$ cat config.mk
export PLATFORM = sky130hd
export DESIGN_NAME = load_store_unit
export DESIGN_NICKNAME = d
export VERILOG_FILES = /design/src/rtl/load_store_unit.sv
export SDC_FILE = /design/constraint.sdc
export NUM_CORES = 1
export LEC_CHECK = 0
export CAP_MARGIN = 20
export CORE_MARGIN = 2
export CORE_UTILIZATION = 45
export CTS_CLUSTER_DIAMETER = 50
export DETAILED_ROUTE_END_ITERATION = 8
export GPL_TIMING_DRIVEN = 1
export HOLD_SLACK_MARGIN = 0.05
export PLACE_DENSITY = 0.83
export SLEW_MARGIN = 10
export SYNTH_ARGS = -nofsm -noshare
export SYNTH_HDL_FRONTEND = slang
export SYNTH_SLANG_ARGS = --single-unit
$ cat constraint.sdc
create_clock -name clock -period 2.2 [get_ports clock]
set_clock_uncertainty 0.1 [all_clocks]
set_input_delay 0.33 -clock clock [delete_from_list [all_inputs] [get_ports clock]]
set_output_delay 0.33 -clock clock [all_outputs]
set_load 0.01 [all_outputs]
$ cat src/rtl/load_store_unit.sv
// load_store_unit: checks each load/store for size, range and alignment, then sequences
// data_memory_interface beats. Define MISALIGNED_SPLIT_EN to split word-crossing accesses.
`ifndef DATA_BEGIN
`define DATA_BEGIN 32'h0000_1000
`endif
`ifndef DATA_END
`define DATA_END 32'h0000_1FFF
`endif

module load_store_unit #(
   parameter logic [31:0] RANGE_BEGIN = `DATA_BEGIN,
   parameter logic [31:0] RANGE_END   = `DATA_END
) (
   input  logic        clock,
   input  logic        reset_n,
   input  logic        req_valid,
   output logic        req_ready,
   input  logic        req_write,
   input  logic [2:0]  req_format,
   input  logic [31:0] req_address,
   input  logic [31:0] req_wdata,
   output logic        resp_valid,
   input  logic        resp_ready,
   output logic [31:0] resp_rdata,
   output logic        resp_misaligned,
   output logic        resp_fault,
   output logic        mem_read_enable,
   output logic        mem_write_enable,
   output logic [2:0]  mem_data_format,
   output logic [31:0] mem_address,
   output logic [31:0] mem_write_data,
   input  logic [31:0] mem_data_fetched
);
   localparam logic [2:0] S_IDLE       = 3'd0;
   localparam logic [2:0] S_LD_ISSUE   = 3'd1;
   localparam logic [2:0] S_LD_CAPTURE = 3'd2;
   localparam logic [2:0] S_ST_ISSUE   = 3'd3;
   localparam logic [2:0] S_RESP       = 3'd4;

   logic [2:0]  state_q, state_d;
   logic        write_q, write_d;
   logic [2:0]  format_q, format_d;
   logic [31:0] addr_q, addr_d;
   logic [31:0] wdata_q, wdata_d;
   logic [31:0] rdata_q, rdata_d;
   logic        misaligned_q, misaligned_d;
   logic        fault_q, fault_d;
   logic        split_q, split_d;
   logic [1:0]  beat_q, beat_d;

   logic [2:0]  num_bytes;
   logic [32:0] last_byte;
   logic        size_bad, out_of_range, unaligned_bad, split_need;
   logic [31:0] split_word, beat_addr;
   logic [1:0]  last_beat;

   function automatic logic [31:0] extend(input logic [31:0] raw, input logic [2:0] fmt);
      case (fmt[1:0])
         2'b00:   return fmt[2] ? {24'd0, raw[7:0]}  : {{24{raw[7]}}, raw[7:0]};
         2'b01:   return fmt[2] ? {16'd0, raw[15:0]} : {{16{raw[15]}}, raw[15:0]};
         default: return raw;
      endcase
   endfunction

   // Acceptance checks, evaluated on the live request fields.
   always_comb begin
      case (req_format[1:0])
         2'b00:   num_bytes = 3'd1;
         2'b01:   num_bytes = 3'd2;
         default: num_bytes = 3'd4;
      endcase
      size_bad     = (req_format[1:0] == 2'b11);
      last_byte    = {1'b0, req_address} + {30'd0, num_bytes} - 33'd1;
      out_of_range = (req_address < RANGE_BEGIN) || (last_byte > {1'b0, RANGE_END});
`ifdef MISALIGNED_SPLIT_EN
      unaligned_bad = 1'b0;
      split_need    = (({1'b0, req_address[1:0]} + num_bytes) > 3'd4);
`else
      unaligned_bad = ((req_format[1:0] == 2'b01) && req_address[0]) ||
                      ((req_format[1:0] == 2'b10) && (req_address[1:0] != 2'b00));
      split_need    = 1'b0;
`endif
   end

   // During a split load rdata_q temporarily holds the first (lower) word.
   always_comb begin
      split_word = 32'({mem_data_fetched, rdata_q} >> {addr_q[1:0], 3'b000});
      last_beat  = (format_q[1:0] == 2'b01) ? 2'd1 : 2'd3;
      if (split_q && !write_q) begin
         beat_addr = {addr_q[31:2], 2'b00} + {29'd0, beat_q[0], 2'b00};
      end else if (split_q) begin
         beat_addr = addr_q + {30'd0, beat_q};
      end else begin
         beat_addr = addr_q;
      end
   end

   assign req_ready        = (state_q == S_IDLE);
   assign resp_valid       = (state_q == S_RESP);
   assign resp_rdata       = rdata_q;
   assign resp_misaligned  = misaligned_q;
   assign resp_fault       = fault_q;
   assign mem_read_enable  = (state_q == S_LD_ISSUE) || (state_q == S_LD_CAPTURE);
   assign mem_write_enable = (state_q == S_ST_ISSUE);
   assign mem_address      = (mem_read_enable || mem_write_enable) ? beat_addr : 32'd0;
   assign mem_data_format  = !split_q ? format_q : (write_q ? 3'b000 : 3'b110);
   assign mem_write_data   = split_q ? {24'd0, wdata_q[{beat_q, 3'b000} +: 8]} : wdata_q;

   always_comb begin
      // NOTE: every signal gets its default first so no path through the case infers a latch.
      state_d      = state_q;
      write_d      = write_q;
      format_d     = format_q;
      addr_d       = addr_q;
      wdata_d      = wdata_q;
      rdata_d      = rdata_q;
      misaligned_d = misaligned_q;
      fault_d      = fault_q;
      split_d      = split_q;
      beat_d       = beat_q;
      case (state_q)
         S_IDLE: begin
            if (req_valid) begin
               write_d      = req_write;
               format_d     = req_format;
               addr_d       = req_address;
               wdata_d      = req_wdata;
               rdata_d      = 32'd0;
               beat_d       = 2'd0;
               fault_d      = size_bad || out_of_range;
               misaligned_d = !fault_d && unaligned_bad;
               split_d      = !fault_d && split_need;
               if (fault_d || misaligned_d) state_d = S_RESP;
               else if (req_write)          state_d = S_ST_ISSUE;
               else                         state_d = S_LD_ISSUE;
            end
         end
         S_LD_ISSUE: state_d = S_LD_CAPTURE;
         S_LD_CAPTURE: begin
            if (split_q && (beat_q == 2'd0)) begin
               rdata_d = mem_data_fetched;
               beat_d  = 2'd1;
               state_d = S_LD_ISSUE;
            end else begin
               rdata_d = extend(split_q ? split_word : mem_data_fetched, format_q);
               state_d = S_RESP;
            end
         end
         S_ST_ISSUE: begin
            if (split_q && (beat_q != last_beat)) beat_d = beat_q + 2'd1;
            else                                  state_d = S_RESP;
         end
         S_RESP:  if (resp_ready) state_d = S_IDLE;
         default: state_d = S_IDLE;
      endcase
   end

   always_ff @(posedge clock or negedge reset_n) begin
      if (!reset_n) begin
         state_q      <= S_IDLE;
         write_q      <= 1'b0;
         format_q     <= 3'd0;
         addr_q       <= 32'd0;
         wdata_q      <= 32'd0;
         rdata_q      <= 32'd0;
         misaligned_q <= 1'b0;
         fault_q      <= 1'b0;
         split_q      <= 1'b0;
         beat_q       <= 2'd0;
      end else begin
         // NOTE: non-blocking assignments so every flop samples the pre-edge _d values.
         state_q      <= state_d;
         write_q      <= write_d;
         format_q     <= format_d;
         addr_q       <= addr_d;
         wdata_q      <= wdata_d;
         rdata_q      <= rdata_d;
         misaligned_q <= misaligned_d;
         fault_q      <= fault_d;
         split_q      <= split_d;
         beat_q       <= beat_d;
      end
   end
endmodule
==> reports/results.txt, run 1 <==
Largest net degree at the start of global routing: 44
Clock Sinks: 104
Rel. slew slack: 62.94%
Setup-failing EPs final: 5
Total Power: 6.305 mW
First-pass GRT wire length: 38490 µm
Worst Max-Slew Pin Slew: 0.5519 ns
Port bufs: 208
DRT Pass-1 Iters: 5
DR vias: 7827
Hold/Removal Path Class: input pin to register
Syn Inst Count: 868
Critical path capture point type: register
Critical path, cell by cell: clkdlybuf4s50_1 -> inv_1 -> ha_1 -> o21ba_2 -> buf_4 -> a21oi_1 -> a211o_1 -> or2_1 -> nor2b_1 -> xnor2_1 -> nor4b_4 -> and2_1 -> a32o_1
Async SR Flop Fraction: 100.0%
Clk slew on worst S/H paths: 0.07 ns
Final worst path period share: 149.8%
Slew Limit Fails: 0
Pre-CTS WS: -1.974 ns
WL final: 24840 µm
Pwr per Cell Area: 556.0 mW/mm²
Top_reg_cell synth: dfrtp_1
# H-tree levels: 3
Worst skew pair latency: 0.34 ns
Most common cell after layout, fill and taps aside: buf_4
Final Hold Fails: 0
Run status: complete, but fails checks
Die ar.: 0.01661 mm²
Buffer and inverter count on the worst path: 3
Setup WS post-layout: -1.095 ns
Leakage power figure: 5.526 nW
DR DRC count: 0
Core Util, Final: 74.60%
Max-Cap Viols: 0
Site row count: 45
Overall routing resource usage: 29.38%
Longest Clk Path Bufs: 2
Number of cells after detailed placement: 1429
Flops & latches, synth: 104
Initial antenna violation count: 0
N_diodes: 0
Gr ovfl total: 0
Drt initial violations: 451
Failing checks: setup timing
Synth cell types: 81
Crit path max-delay family: compound AO/OA/AOI/OAI gates
Share of layout cells above drive strength 1: 25.10%
Critical path class: input pin to register
Final nets: 1413
Gpl congestion: 0.9875
Mapped Area: 0.007017 mm²
Initial Util: 46.16%
Commonest cells after routing, fill and taps aside: 208 x buf_4, 197 x nand2_1, 167 x clkdlybuf4s50_1, 104 x dfrtp_1, 76 x o21ai_0
Hold_ws: 0.1907 ns
Area Overhead vs Synth: 61.63%
Non-filler cells, final: 1455
HPWL after DPL: 19810 µm
Die Wd: 128.9 µm
Routed Antenna Nets: 0
Fmax achieved: 303.5 MHz
Io pins: 209
CP max stage delay: 0.48 ns
Syn Area/Cell: 8.084 µm²
Syn Nets: 1019
Via density: 5.379
Data required, critical path: 2.33 ns
RSZ-0062 raised after global routing: yes
Register area share after synthesis: 37.09%
Die H: 128.9 µm
Core area: 0.01520 mm²
CTS tree: done
Number of global-route vias before repair: 7615
Worst setup SP type: input pin
WP data arrival: 3.42 ns
Drt wl/cell: 17.07 µm
CP Max Fanout: 4
Tmin final: 3.295 ns
Num CTS Buffers: 9
Synth warnings: 0
CTS root buf: clkbuf_16
Post-synth EDFFs: 0
VDD IR max: 0.5041 mV
Slowest cell on crit path: clkdlybuf4s50_1
==> sequential cells by signal, indices dropped and copies added (netlist names) <==
name / cells
resp_rdata: 32
resp_fault: 1
state_q: 3
addr_q: 32
format_q: 3
wdata_q: 32
resp_misaligned: 1
==> worst reg2reg max path, stage by stage (launching register included) <==
cell,delay (ns)
dfrtp_1,0.41
buf_4,0.17
nor3_1,0.21
buf_4,0.17
nand2_4,0.22
buf_12,0.27
nand2_1,0.12
o21ai_0,0.13
==> stage by stage <==
step                TNS (ns)  instance area [µm²]
floorplan             -5.105                 7094
global placement      -9.335                10840
detailed placement    -9.583                10840
CTS                   -5.867                11200
global route          -5.846                11340
finish                -5.197                11340
==> timing repair <==
item / CTS / global route
setup buffers: 6 / 1
gates cloned: 2 / 0
hold buffers: 1 / 0
endpoints found under the hold margin: 29 / 0
setup endpoints to repair: 38 / 16
resized for setup: 87 / 45
pin swaps: 16 / 14
==> cell usage after synthesis (all sizes together), types with 3 or more instances <==
cell type  instances  area share [%]
nand2            200              11
dfrtp            104              37
o21ai             85             6.3
inv               54             2.9
a21oi             47             3.4
ha                46             8.2
and2              38             3.4
nor2              35             1.9
clkbuf            27             1.4
nor2b             23             2.1
nand3             21             1.5
nor3              16             1.2
nand2b            14             1.2
buf               13            0.98
a31o              10             1.2
nand4             10            0.89
a211o              8             1.0
nor4               7            0.62
o211ai             7            0.82
a211oi             6            0.64
and4bb             6             1.1
a31oi              5            0.45
and3               5            0.45
a2111oi            4            0.50
a21boi             4            0.43
a21o               4            0.43
o21a               4            0.43
a311oi             3            0.37
mux2i              3            0.43
nand3b             3            0.32
nand4b             3            0.37
o31ai              3            0.59
or2                3            0.27
or4                3            0.32
xnor2              3            0.37
==> cell type report <==
type | instances | area, µm²
fillers | 1122 | 3861
flip-flops and latches | 104 | 2603
well taps | 188 | 235.2
clock inverters | 7 | 70.07
clock buffers | 9 | 225.2
inverters | 54 | 219.0
multi-input cells | 670 | 4290
repair buffers | 423 | 3699
==> cells by family (layout without fill, tap and decap cells) <==
family	after synthesis	in the layout	synth area share, %
flops	104	104	37.09
mux	5	5	0.8024
fa+ha+maj	47	47	8.488
xor+xnor	4	4	0.4994
buf+inv	94	493	5.314
compound gates	217	217	20.22
simple gates	397	397	27.59
==> power by group <==
part / internal, mW / total [mW] / leakage (nW) / switching [mW]
combinational: 1.24 / 2.42 / 4.05 / 1.18
clock: 0.799 / 1.59 / 0.141 / 0.786
sequential: 2.16 / 2.30 / 1.34 / 0.133
==> layer usage <==
layer  up-vias  track usage, %  share of wire, %
li1       3798               -                 -
met1      3736           37.54                42
met2       254           50.73                49
met3        39           6.320               7.4
met4         0           7.609               1.9
met5         -               0                 0
==> path summary, 6_finish.rpt <==
check	startpoint	to	slack [ns]	cells after the start
min	req_address[1]	addr_q[1]	0.19	3
max	req_address[12]	state_q[1]	-1.10	13
min in group asynchronous	reset_n	wdata_q[29]	0.36	2
max in group asynchronous	reset_n	addr_q[3]	1.06	3
max reg2reg	state_q[0]	addr_q[5]	0.28	7
min reg2reg	addr_q[17]	addr_q[17]	0.38	2
(Power assumes the default switching activity.)
==> run 2: changes to the inputs <==
- GPL_ROUTABILITY_DRIVEN: default -> 0
==> run 2 against run 1 <==
Net effect:
- the run still ends with setup timing left
- core utilization up 0.15 points
- hold slack better by 0.030 ns
- total power down 0.40%
- non-clock buffer count unchanged
- sequential share of layout area about the same
- largest cell class unchanged
- largest power group unchanged
==> reports/results.txt, run 2 (same netlist as run 1, synthesis figures left out) <==
Run status: complete, but fails checks
Failing checks: setup timing
Die ar.: 0.01661 mm² (unchanged)
Port bufs: 208 (unchanged)
DR DRC count: 0 (unchanged)
Number of global-route vias before repair: 7734 (+1.6%)
First-pass GRT wire length: 37960 µm (-1.4%)
Clock Sinks: 104 (unchanged)
Met2 Use GR: 51.42% (+0.68 points)
Die Wd: 128.9 µm (unchanged)
Rel. slew slack: 54.56% (-8.4 points)
# H-tree levels: 3 (unchanged)
Grt met1 use: 34.86% (-2.7 points)
Seq. cell area: 0.002604 mm² (about the same)
Site row count: 45 (unchanged)
Num CTS Buffers: 9 (unchanged)
Critical path class: input pin to register
Share of layout cells above drive strength 1: 23.76% (-1.3 points)
Total Power: 6.280 mW (-0.40%)
Die H: 128.9 µm (unchanged)
RSZ-0062 raised after global routing: yes
Via density: 5.479 (+1.9%)
Drt wl/cell: 17.14 µm (+0.41%)
Area of the multi-input gates: 0.004234 mm² (-1.3%)
Slew Limit Fails: 0 (unchanged)
GR peak layer: met2
Hold_ws: 0.2208 ns (+0.03016 ns)
Overall routing resource usage: 28.83% (-0.55 points)
Fmax achieved: 287.0 MHz (-5.4%)
Hold/Removal Path Class: input pin to register
Worst Max-Slew Pin Slew: 0.6753 ns (+0.1235 ns)
CTS root buf: clkbuf_16
Final nets: 1413 (unchanged)
Area Overhead vs Synth: 61.95%
Clk slew on worst S/H paths: 0.08 ns (about the same)
Final Hold Fails: 0 (unchanged)
Setup-failing EPs final: 5 (unchanged)
Commonest cells after routing, fill and taps aside: 202 x buf_4, 197 x nand2_1, 167 x clkdlybuf4s50_1, 103 x dfrtp_1, 76 x o21ai_0
Non-filler cells, final: 1456 (+0.069%)
Pre-CTS WS: -1.934 ns (+0.04044 ns)
WP data arrival: 3.65 ns (+0.23 ns)
Number of cells after detailed placement: 1410 (-1.3%)
Initial Util: 46.16% (unchanged)
Setup WS post-layout: -1.285 ns (-0.1895 ns)
Initial antenna violation count: 1 (+1)
CP Max Fanout: 3 (-1)
DR vias: 7978 (+1.9%)
Core Util, Final: 74.75% (+0.15 points)
Met3 usage: 5.946% (-0.37 points)
Max-Cap Viols: 0 (unchanged)
Largest net degree at the start of global routing: 45 (+2.3%)
Data required, critical path: 2.36 ns (+0.03 ns)
DRT Pass-1 Iters: 6 (+1)
Fill cells: 1064 (-5.2%)
Setup TNS: -6.045 ns (-0.8478 ns)
Core area: 0.01520 mm² (unchanged)
Routed Antenna Nets: 0 (unchanged)
Final worst path period share: 158.4% (+8.6 points)
Drt initial violations: 773 (+71%)
Most common cell after layout, fill and taps aside: buf_4
Critical path capture point type: register
Leakage power figure: 5.569 nW (+0.78%)
CTS tree: done
WL final: 24960 µm (+0.48%)
Io pins: 209 (unchanged)
Tmin final: 3.485 ns (+0.1895 ns)
Gr ovfl total: 0 (unchanged)
Placed Area: 0.01069 mm² (-1.3%)
Pwr per Cell Area: 552.6 mW/mm² (-0.60%)
HPWL after DPL: 18910 µm (-4.5%)
Post-route design area: 0.01136 mm² (+0.20%)
Longest Clk Path Bufs: 2 (unchanged)
Worst setup SP type: input pin
Worst skew pair latency: 0.34 ns (about the same)
VDD IR max: 0.3980 mV (-21%)
==> run 2: cell types whose count changed in the layout (fill, tap and decap cells not counted), sizes merged <==
| cell | change |
|---|---|
| dlygate4sd2 | +12 |
| buf | -7 |
| clkdlybuf4s15 | -5 |
| bufbuf | +1 |
| diode | +1 |
| dlymetal6s2s | -1 |
==> run 2: final cells by class <==
class	count	share of cell area, %
Tap cell	188	2.070
Inverter	54	1.971
Clock inverter	7	0.5836
Multi-Input combinational cell	670	37.26
Antenna cell	1	0.02202
Timing Repair Buffer	423	33.20
Sequential cell	104	22.91
Clock buffer	9	1.982
==> run 2: worst max-delay path, cell delays in order <==
cell      delay (ns)
buf_12          0.12
inv_16          0.05
nand2_8         0.04
ha_4            0.27
inv_4           0.04
ha_4            0.15
fa_2            0.40
a211oi_4        0.26
o21ai_4         0.10
buf_6           0.14
buf_6           0.11
a41oi_4         0.19
mux2_4          0.34
or4_4           0.44
nor4_4          0.26
nand4_1         0.19
o31ai_2         0.20
==> run 2: metal layers <==
metal	vias up	wire length (µm)
li1	3800	-
met1	3728	9909
met2	371	12360
met3	79	1862
met4	0	822
met5	-	0
==> run 2: repair_timing <==
action / in CTS / in global routing
pin swaps: 16 / 20
gates resized for setup: 75 / 30
hold buffers: 1 / 0
setup buffers: 25 / 6
cloned: 1 / 0
endpoints found under the setup margin: 38 / 35
hold endpoints to repair: 19 / 0
==> run 2: worst paths after layout <==
| check | cells after the start | slack, ns | startpoint | endpoint |
|---|---|---|---|---|
| worst max-delay path | 17 | -1.28 | req_format[1] | resp_misaligned |
| worst min-delay path | 3 | 0.22 | req_address[1] | addr_q[1] |
| worst max register to register | 8 | 0.32 | state_q[0] | wdata_q[25] |
| worst min register to register | 2 | 0.37 | addr_q[14] | addr_q[14] |
| max in group asynchronous | 3 | 1.09 | reset_n | resp_rdata[18] |
| min in group asynchronous | 2 | 0.32 | reset_n | wdata_q[27] |
==> run 2: where the power goes <==
| part | switching, mW | internal [mW] |
|---|---|---|
| Clock | 0.783 | 0.795 |
| Sequential | 0.148 | 2.16 |
| Combinational | 1.15 | 1.24 |
==> run 3: changes to the inputs <==
- REMOVE_ABC_BUFFERS: default -> 1
==> run 3 against run 2 <==
Net effect:
- the flow still finishes with violations (setup timing)
- first-iteration DRC count is 1.8% lower
- count of clock-buffer cells in the layout is 2 higher
- die area stayed put
- cell count is 0.14% lower
- routed wire length is 6.0% higher
- core utilization stayed put
- worst setup slack worse by 0.033 ns
- hold slack better by 0.032 ns
- largest cell class unchanged
- highest routed layer unchanged
==> reports/results.txt, run 3 (same netlist as run 1, synthesis figures left out) <==
Run status: complete, but fails checks
Failing checks: setup timing
HPWL after DPL: 18130 µm (-4.1%)
Worst setup SP type: input pin
Fmax achieved: 284.3 MHz (-0.93%)
Area Overhead vs Synth: 61.95% (unchanged)
Clock Sinks: 104 (unchanged)
CTS tree: done
Via density: 5.680 (+3.7%)
Post-route design area: 0.01136 mm² (unchanged)
Worst skew pair latency: 0.35 ns (about the same)
Overall routing resource usage: 29.83% (+0.99 points)
Tmin final: 3.517 ns (+0.03266 ns)
Worst Max-Slew Pin Slew: 0.6942 ns (+0.01883 ns)
Number of global-route vias before repair: 7913 (+2.3%)
Data required, critical path: 2.33 ns (-0.03 ns)
Setup WS post-layout: -1.317 ns (-0.03266 ns)
Longest Clk Path Bufs: 2 (unchanged)
Core area: 0.01520 mm² (unchanged)
Drt wl/cell: 18.19 µm (+6.1%)
WP data arrival: 3.65 ns (about the same)
Rel. slew slack: 53.13% (-1.4 points)
Placed Area: 0.01057 mm² (-1.1%)
RSZ-0062 raised after global routing: yes
Hold_ws: 0.2532 ns (+0.03233 ns)
CP dominant cell by count: buf_4
Largest net degree at the start of global routing: 81 (+80%)
Initial antenna violation count: 0 (-1)
Final nets: 1412 (-0.071%)
Pwr per Cell Area: 549.1 mW/mm² (-0.65%)
CP max stage delay: 0.25 ns (-0.19 ns)
Setup-failing EPs final: 5 (unchanged)
Num CTS Buffers: 9 (unchanged)
First-pass GRT wire length: 39140 µm (+3.1%)
Critical path capture point type: register
DRT Pass-1 Iters: 6 (unchanged)
Initial Util: 46.16% (unchanged)
Clk slew on worst S/H paths: 0.07 ns (about the same)
Slew Limit Fails: 0 (unchanged)
Final worst path period share: 159.9% (+1.5 points)
Die ar.: 0.01661 mm² (unchanged)
Critical path class: input pin to register
Hold/Removal Path Class: input pin to register
Share of layout cells above drive strength 1: 24.25% (+0.49 points)
Most common cell after layout, fill and taps aside: buf_4
Pre-CTS WS: -2.223 ns (-0.2897 ns)
WL final: 26450 µm (+6.0%)
CTS root buf: clkbuf_16
DR vias: 8259 (+3.5%)
Port bufs: 208 (unchanged)
CP Max Fanout: 4 (+1)
N_diodes: 0 (-1)
Die Wd: 128.9 µm (unchanged)
Site row count: 45 (unchanged)
Gr ovfl total: 0 (unchanged)
Slowest cell on crit path: a32o_1
Die H: 128.9 µm (unchanged)
Final Hold Fails: 0 (unchanged)
Drt initial violations: 759 (-1.8%)
Commonest cells after routing, fill and taps aside: 206 x buf_4, 197 x nand2_1, 169 x clkdlybuf4s50_1, 103 x dfrtp_1, 77 x o21ai_0
DR DRC count: 0 (unchanged)
Io pins: 209 (unchanged)
Fill cells: 1038 (-2.4%)
VDD IR max: 0.4641 mV (+17%)
Routed Antenna Nets: 0 (unchanged)
# H-tree levels: 3 (unchanged)
Max-Cap Viols: 0 (unchanged)
Leakage power figure: 5.678 nW (+2.0%)
## run 3: power by group
part | leakage [nW] | internal (mW) | switching [mW]
clock network | 0.124 | 0.779 | 0.747
registers | 1.34 | 2.17 | 0.131
logic | 4.22 | 1.21 | 1.21
## run 3: cell type report
class / count / area (µm²) / area share (%)
flip-flops and latches: 104 / 2604 / 22.91
clock buffers: 11 / 232.7 / 2.048
multi-input cells: 670 / 4277 / 37.63
inverters: 54 / 207.7 / 1.828
clock inverters: 5 / 42.54 / 0.3744
well taps: 188 / 235.2 / 2.070
repair buffers: 422 / 3765 / 33.13
## run 3: worst max-delay path, delay by kind of cell
kind	cells	cell delay (ns)
compound gates	2	0.40
buf+inv	23	2.82
simple gates	2	0.11
## run 3: layer usage
metal	wire [µm]	vias to the layer above	track usage (%)
met5	0	-	0
met2	13070	459	52.75
met3	2078	126	7.235
met4	1432	0	15.28
li1	-	3801	-
met1	9865	3873	33.39
## run 3: per-stage QoR
step	utilization, %	power (mW)	setup TNS [ns]	cells
finish	74.75	6.239	-6.345	1454
detailed placement	69.53	4.522	-10.74	1404
CTS	73.51	6.122	-5.479	1450
global placement	69.53	4.454	-10.22	1404
floorplan	-	3.306	-75.01	828
global route	74.75	6.542	-6.704	1454
## run 3: final timing paths
path / from / to / slack [ns] / depth (start not counted)
min in group asynchronous: reset_n / wdata_q[1] / 0.45 / 3
setup reg to reg: state_q[0] / addr_q[14] / 0.14 / 6
hold / removal: req_address[1] / addr_q[1] / 0.25 / 3
setup / recovery: req_format[1] / state_q[1] / -1.32 / 27
max in group asynchronous: reset_n / state_q[2] / 1.16 / 3
hold reg to reg: addr_q[17] / addr_q[17] / 0.37 / 2
## run 3: timing repair
action,4_1_cts,5_1_grt
gates resized for setup,74,36
hold buffers,1,0
endpoints found under the setup margin,38,23
setup buffers,28,3
endpoints found under the hold margin,104,0
cloned,1,1
pin swaps,21,12
